## src/rtl/timer_irq_if.sv

```systemverilog
// Data-memory bus bundle between the MIPS core (master) and the interval timer (slave).
// Word-aligned byte addressing; reads and writes complete in the cycle presented.
interface timer_irq_if;
  logic [31:0] addr;
  logic [31:0] wdata;
  logic [31:0] rdata;
  logic        MemRead;
  logic        MemWrite;

  modport master (
    output addr,
    output wdata,
    output MemRead,
    output MemWrite,
    input  rdata
  );

  modport slave (
    input  addr,
    input  wdata,
    input  MemRead,
    input  MemWrite,
    output rdata
  );
endinterface

```

## src/rtl/timer_irq.sv

```systemverilog
// Memory-mapped auto-reload interval timer driving the core's external interrupt request.
// Optional prescaler compiled in with TIMER_PRESCALER_EN (PRESCALE clocks per tick).
module timer_irq #(
  parameter logic [31:0] BASE_ADDR = 32'h4000_0000,
  parameter int          PRESCALE  = 16
) (
  input  logic        clk,
  input  logic        reset,
  timer_irq_if.slave  bus,
  input  logic        irq_mask,
  output logic        IRQ
);

  logic [31:0] th_q, th_d;
  logic [31:0] tl_q, tl_d;
  logic        tim_en_q, tim_en_d;
  logic        irq_en_q, irq_en_d;
  logic        irq_status_q, irq_status_d;

  logic [29:0] base_word;
  logic [29:0] addr_word;
  logic        sel_th, sel_tl, sel_tcon;
  logic        wr_th, wr_tl, wr_tcon;
  logic        tick;
  logic        overflow;
  logic        unused_bits;

  // Byte-offset bits are don't-care; decode on word addresses only.
  assign base_word = BASE_ADDR[31:2];
  assign addr_word = bus.addr[31:2];
  assign sel_th    = (addr_word == base_word);
  assign sel_tl    = (addr_word == (base_word + 30'd1));
  assign sel_tcon  = (addr_word == (base_word + 30'd2));

  assign wr_th   = bus.MemWrite && sel_th;
  assign wr_tl   = bus.MemWrite && sel_tl;
  assign wr_tcon = bus.MemWrite && sel_tcon;

  assign unused_bits = ^{bus.addr[1:0], PRESCALE[0]};

`ifdef TIMER_PRESCALER_EN
  localparam logic [15:0] PRESCALE_MAX = 16'(PRESCALE - 1);

  logic [15:0] presc_q, presc_d;

  // A TCON write that stops the timer also restarts the prescale phase.
  always_comb begin
    presc_d = presc_q;
    if (wr_tcon && !bus.wdata[0]) begin
      presc_d = '0;
    end else if (tim_en_q) begin
      if (presc_q == PRESCALE_MAX) begin
        presc_d = '0;
      end else begin
        presc_d = presc_q + 16'd1;
      end
    end
  end

  assign tick = tim_en_q && (presc_q == PRESCALE_MAX);

  always_ff @(posedge clk or negedge reset) begin
    if (!reset) begin
      presc_q <= '0;
    end else begin
      presc_q <= presc_d;
    end
  end
`else
  assign tick = tim_en_q;
`endif

  assign overflow = tick && (tl_q == 32'hFFFF_FFFF);

  // Bus writes beat a same-cycle tick; reload always uses the pre-edge TH.
  always_comb begin
    th_d         = th_q;
    tl_d         = tl_q;
    tim_en_d     = tim_en_q;
    irq_en_d     = irq_en_q;
    irq_status_d = irq_status_q;

    if (wr_th) begin
      th_d = bus.wdata;
    end

    if (wr_tl) begin
      tl_d = bus.wdata;
    end else if (tick) begin
      tl_d = overflow ? th_q : (tl_q + 32'd1);
    end

    if (wr_tcon) begin
      tim_en_d = bus.wdata[0];
      irq_en_d = bus.wdata[1];
      if (bus.wdata[2]) begin
        irq_status_d = 1'b0;
      end
    end

    if (overflow && irq_en_q) begin
      irq_status_d = 1'b1;
    end
  end

  always_ff @(posedge clk or negedge reset) begin
    if (!reset) begin
      th_q         <= '0;
      tl_q         <= '0;
      tim_en_q     <= 1'b0;
      irq_en_q     <= 1'b0;
      irq_status_q <= 1'b0;
    end else begin
      th_q         <= th_d;
      tl_q         <= tl_d;
      tim_en_q     <= tim_en_d;
      irq_en_q     <= irq_en_d;
      irq_status_q <= irq_status_d;
    end
  end

  always_comb begin
    bus.rdata = '0;
    if (bus.MemRead) begin
      if (sel_th) begin
        bus.rdata = th_q;
      end else if (sel_tl) begin
        bus.rdata = tl_q;
      end else if (sel_tcon) begin
        bus.rdata = {29'b0, irq_status_q, irq_en_q, tim_en_q};
      end
    end
  end

  // Masking only hides the request; the pending status survives kernel mode.
  assign IRQ = irq_status_q && irq_en_q && !irq_mask;

endmodule

```

## src/flat_wrapper.sv

```systemverilog
// flat-port wrapper written by rule: the top's interface ports become plain ports
module timer_irq_flat 
#(
  parameter logic [31:0] BASE_ADDR = 32'h4000_0000,
  parameter int          PRESCALE  = 16
)
  (clk, reset, irq_mask, IRQ, bus_addr, bus_wdata, bus_MemRead, bus_MemWrite, bus_rdata);
  timer_irq_if bus_i ();
  input  logic clk;
  input  logic reset;
  input  logic irq_mask;
  output logic IRQ;
  input wire logic [$bits(bus_i.addr)-1:0] bus_addr;
  input wire logic [$bits(bus_i.wdata)-1:0] bus_wdata;
  input wire logic [$bits(bus_i.MemRead)-1:0] bus_MemRead;
  input wire logic [$bits(bus_i.MemWrite)-1:0] bus_MemWrite;
  output wire logic [$bits(bus_i.rdata)-1:0] bus_rdata;
  assign bus_i.addr = bus_addr;
  assign bus_i.wdata = bus_wdata;
  assign bus_i.MemRead = bus_MemRead;
  assign bus_i.MemWrite = bus_MemWrite;
  assign bus_rdata = bus_i.rdata;
  timer_irq #(.BASE_ADDR(BASE_ADDR), .PRESCALE(PRESCALE)) u_core (.clk(clk), .reset(reset), .bus(bus_i), .irq_mask(irq_mask), .IRQ(IRQ));
endmodule
```

## config.mk

```make
export PLATFORM = sky130hd
export DESIGN_NAME = timer_irq_flat
export DESIGN_NICKNAME = d
export VERILOG_FILES = /design/src/rtl/timer_irq_if.sv /design/src/rtl/timer_irq.sv /design/src/flat_wrapper.sv
export SDC_FILE = /design/constraint.sdc
export NUM_CORES = 1
export LEC_CHECK = 0
export CAP_MARGIN = 30
export CORE_AREA = 2 2 90 92
export DETAILED_ROUTE_END_ITERATION = 8
export DIE_AREA = 0 0 92 94
export DONT_BUFFER_PORTS = 1
export GPL_TIMING_DRIVEN = 0
export PLACE_DENSITY = 0.73
export SETUP_SLACK_MARGIN = 0.4
export SYNTH_ARGS = -nofsm -noshare
export SYNTH_HDL_FRONTEND = slang
export SYNTH_SLANG_ARGS = --single-unit
```

## constraint.sdc

```tcl
create_clock -name clk -period 3.28 [get_ports clk]
set_input_delay 0.656 -clock clk [delete_from_list [all_inputs] [get_ports clk]]
set_output_delay 0.656 -clock clk [all_outputs]
set_load 0.02 [all_outputs]
```

Word-level counts from Yosys, hierarchy flattened:

Cells that the tools add are included.

* register bits: 67
* bits of input ports: 69
* output and inout port bits: 33
* logic and storage cells: 32

* add/sub/neg operators: 1
* equality and inequality tests: 4
* mux-type cells: 10
* reductions and logical operators: 12

Operators by type and width (number)
* $mux 32: 6
* $eq 30x29->1 const B: 3
* $add 32x1->32 const B: 1
* $eq 32x32->1 const B: 1
* $logic_and 1x1->1: 7
* $reduce_bool 2->1: 3
* $mux 1: 3
* $mux 3: 1
* $reduce_and 2->1: 1
* $logic_not 1->1: 1

Longest topological paths before layout:

* depth in word-level cells: 5
* mapped depth: 8
* gate-level depth less buffers: 6

Least setup slack after synthesis:

No wires, ideal clock.

* kind: input -> output
* from: input port bus_addr[13]
* to: output port bus_rdata[0]
* arrival time: 2807 ps
* required time: 2624 ps
* path slack: -183 ps
* stages: 6
* path buffers: 1
* cells stage by stage: nor4b_1 > nand4_1 > clkbuf_1 > nor2_1 > nand2_1 > a2111oi_0

* word-level cells in the longest chain between the ends: 5
* elaborated cells on any way between the ends: 7
* classes of those cells: eq/ne: 3; mux: 4

RTL lines
* from (decl): RTL line flat_wrapper.sv:13 `input wire logic [$bits(bus_i.addr)-1:0] bus_addr;`
* $eq 30x29->1: RTL line timer_irq.sv:33 `assign sel_tcon = (addr_word == (base_word + 30'd2));`
* $mux 3: RTL line timer_irq.sv:129 `end else if (sel_tcon) begin`
* $mux 32: RTL line timer_irq.sv:127 `end else if (sel_tl) begin`
* $mux 32 (*): RTL line timer_irq.sv:125 `if (sel_th) begin`
* $mux 32 (*): RTL line timer_irq.sv:124 `if (bus.MemRead) begin`
* to (decl): RTL line flat_wrapper.sv:17 `output wire logic [$bits(bus_i.rdata)-1:0] bus_rdata;`

Mark *: on every way between the ends. The rest lies on a longest branch, timed or not.

Worst setup path after layout:

* from: input port bus_addr[14]
* to: output port bus_rdata[2]

The elaborated chain is that of the path after synthesis.

==> results.yml <==
status:
  status: "completed"
power:
  switching_share: 0.2408
  p_leak_nw: 2.021
  comb_power_share: 0.034
  power_mw: 1.493
  power-per-cell-area_nw_per_um2: 285.5
  pwr-share-clk: 0.413
  ir_drop_uv: 193.6
  p_switching_mw: 0.3595
  p_int_mw: 1.134
  seqPwrFrac: 0.553
grt:
  antenna_found_initial: 0
  grt_pass1_wl_mm: 21.42
  track_usage: 0.3210
  overflow: 0
  grt_pass1_vias: 4048
  grt_start_max_net_pins: 68
critical_path:
  critical_path.top_delay_family: "simple AND/OR/NAND/NOR gates"
  endpoint_kind: "output port"
  cp.arrival_ps: 2280
  cp.required_ps: 2620
  path_depth: 8
  cpMostUsedCell: "buf_6"
  crit_chain: "nor4_2, nand4_1, buf_6, nor4_4, buf_6, buf_4, nor2b_1, a2111oi_4"
  cp-start-kind: "input pin"
  path_class: "in2out"
  reg2reg_depth: 7
  worst-path-buf-inv: 3
  crit_slowest_cell: "nor2b_1"
  critPathMaxStageDelay_ps: 290
  crit_fanout: 8
sta:
  timing.fmax_mhz: 340.6
  slew_headroom: 0.3323
  tightest_slew_ps: 992.4
  grt_setup_unrepaired: "yes"
  setup_viol: 0
  hold_violations: 0
  slew_viol_final: 0
  finalClockSkew_ps: 8.820
  post-route-min-period_ps: 2936
  fin_crit_sh: 0.8952
cells_and_area:
  fillCellCount: 599
  finalNetCount: 563
  area_delta_synth_final_pct: 19.53
  drive_above_1_share: 0.2978
  register_area_sq_um: 1677
  n_antenna_cell: 0
  multiInputGateArea_sq_um: 2865
  final_cell_mix: "dfrtp_1, nand2_1, mux2_2, nor2b_2, mux2i_1"
  final_common_cell: "dfrtp_1"
  fin_area_sq_um: 5230
die:
  core-area_sq_um: 7607
  dieArea_sq_um: 8648
  rows: 32
  die_h_microns: 94
  num_io_pins: 102
  start_util: 0.5752
  die_w_microns: 92
synth:
  synth_area_leader_cell: "dfrtp_1"
  synth_area_leaders: "dfrtp_1, mux2_2, nor2b_1, mux2i_1, a22oi_1"
  ys_ff_latch: 67
  synthArstFlopShare: 1.000
  synth.avg_cell_area_sq_um: 9.389
  netlist_instances: 466
  synth.distinct_cells: 50
  synth_edf_count: 0
  netlist_area_sq_um: 4375
  yosys_warnings: 0
  yosysTopAreaCellShare: 0.3832
  synth_fp_nets: 536
  synthFlopType: "dfrtp_1"
  yosysSeqAreaShare: 0.3832
placed_design:
  gp_congestion: 0.9768
  numPortBuffers: 0
  dpl.hpwl_mm: 9.026
  dpl-instance-area_sq_um: 4522
hold_path:
  min_path_type: "in2async"
detailed_routing:
  drt-initial-drc-count: 458
  route.detailed.drc: 0
  via_count: 4203
  drtAntennaViolNets: 0
  via_per_inst: 7.017
  firstDrtPassIters: 6
  wl_per_cell_microns: 23.59
  routed_wl_mm: 14.13
cts:
  cts-root-buf: "clkbuf_8"
  cts_buffers: 9
  worstSkewPairLatency_ps: 360
  cts_tree: "built"
  htree_num_levels: 3
  clock_path_buffers: 2
  cts_sinks: 67
  clkTransAtPathRegs_ps: 70
job:
  drv_cap: 0
==> what timing repair did <==
action	in CTS	in global routing
pin swaps	7	6
gates cloned	1	2
hold buffers	1	0
buffers inserted	9	3
setup endpoints to repair	32	42
gates resized for setup	54	36
endpoints found under the hold margin	67	0
==> final cells by class <==
class	instances	area share
Tap cell	102	0.02440
Buffer	32	0.03589
Inverter	7	0.005024
Timing Repair Buffer	16	0.03565
Sequential cell	67	0.3206
Clock inverter	3	0.002871
Clock buffer	12	0.02775
Multi-Input combinational cell	360	0.5478
==> through the flow <==
stage               instances  hold WS [ps]  setup TNS, ps  setup slack [ps]  utilization
global placement          568         363.0          -6005            -239.7       0.5944
detailed placement        568         362.5          -7411            -287.9       0.5944
global route              599         208.0              0             319.4       0.6875
CTS                       594         191.6              0             397.8       0.6554
finish                    599         160.6              0             343.7       0.6875
floorplan                 466         360.4              0             285.9            -
==> synthesized netlist by cell type, drive strengths merged, types with 7 or more instances <==
cell type / instances
dfrtp: 67
nor2b: 43
nand2: 38
mux2: 34
a22oi: 30
mux2i: 24
o21ai: 24
nor4: 23
buf: 16
clkbuf: 16
nand3: 15
nor2: 14
nand4: 13
a21oi: 10
nor3: 10
o31ai: 10
or3: 10
a31oi: 9
and3: 7
inv: 7
==> logic make-up (layout without fill, tap and decap cells) <==
| group | Yosys count | after routing | share of synthesized area |
|---|---|---|---|
| muxes | 58 | 58 | 0.1424 |
| DFF | 67 | 67 | 0.3832 |
| and+or+nand+nor | 187 | 187 | 0.2519 |
| xor gates and xnor gates | 7 | 7 | 0.01401 |
| adders and majority gates | 1 | 1 | 0.002859 |
| AOI/OAI and AO/OA | 107 | 107 | 0.1670 |
| buffers and inverters | 39 | 70 | 0.03861 |
==> layer usage <==
layer  wire length (microns)  track usage
met1                    5419       0.4091
met3                    1448      0.06260
met5                       0            0
met2                    6769       0.5380
met4                     494       0.1331
==> power groups by stage <==
stage / Sequential [mW] / Combinational, mW / Clock (mW)
finish: 0.826 / 0.0504 / 0.617
global route: 0.825 / 0.0559 / 0.648
CTS: 0.826 / 0.0465 / 0.609
global placement: 0.842 / 0.0199 / 0
floorplan: 0.842 / 0.0162 / 0
detailed placement: 0.842 / 0.0207 / 0
==> state kept, by name (all words and copies together) (netlist names) <==
register             count
u_core.th_q             32
u_core.tl_q             32
u_core.tick              1
u_core.irq_status_q      1
u_core.irq_en_q          1
==> worst reg2reg max path, delay by kind of cell (launching register included) <==
| kind | cells | cell delay [ps] |
|---|---|---|
| AO/OA/AOI/OAI | 1 | 280 |
| adder cells (fa/ha/maj) | 1 | 270 |
| buffers and inverters | 1 | 210 |
| flip-flops | 1 | 450 |
| AND/OR/NAND/NOR | 4 | 1220 |
==> path summary, 6_finish.rpt <==
check / start / to / slack, ps
setup reg to reg: u_core.tl_q[1] / u_core.tl_q[13] / 750
setup / recovery: bus_addr[14] / bus_rdata[2] / 340
hold / removal: reset / u_core.tick / 160
min in group clk: bus_wdata[16] / u_core.tl_q[16] / 410
max in group asynchronous: reset / u_core.tl_q[9] / 2820
hold reg to reg: u_core.th_q[4] / u_core.th_q[4] / 540
(Power assumes the default switching activity.)
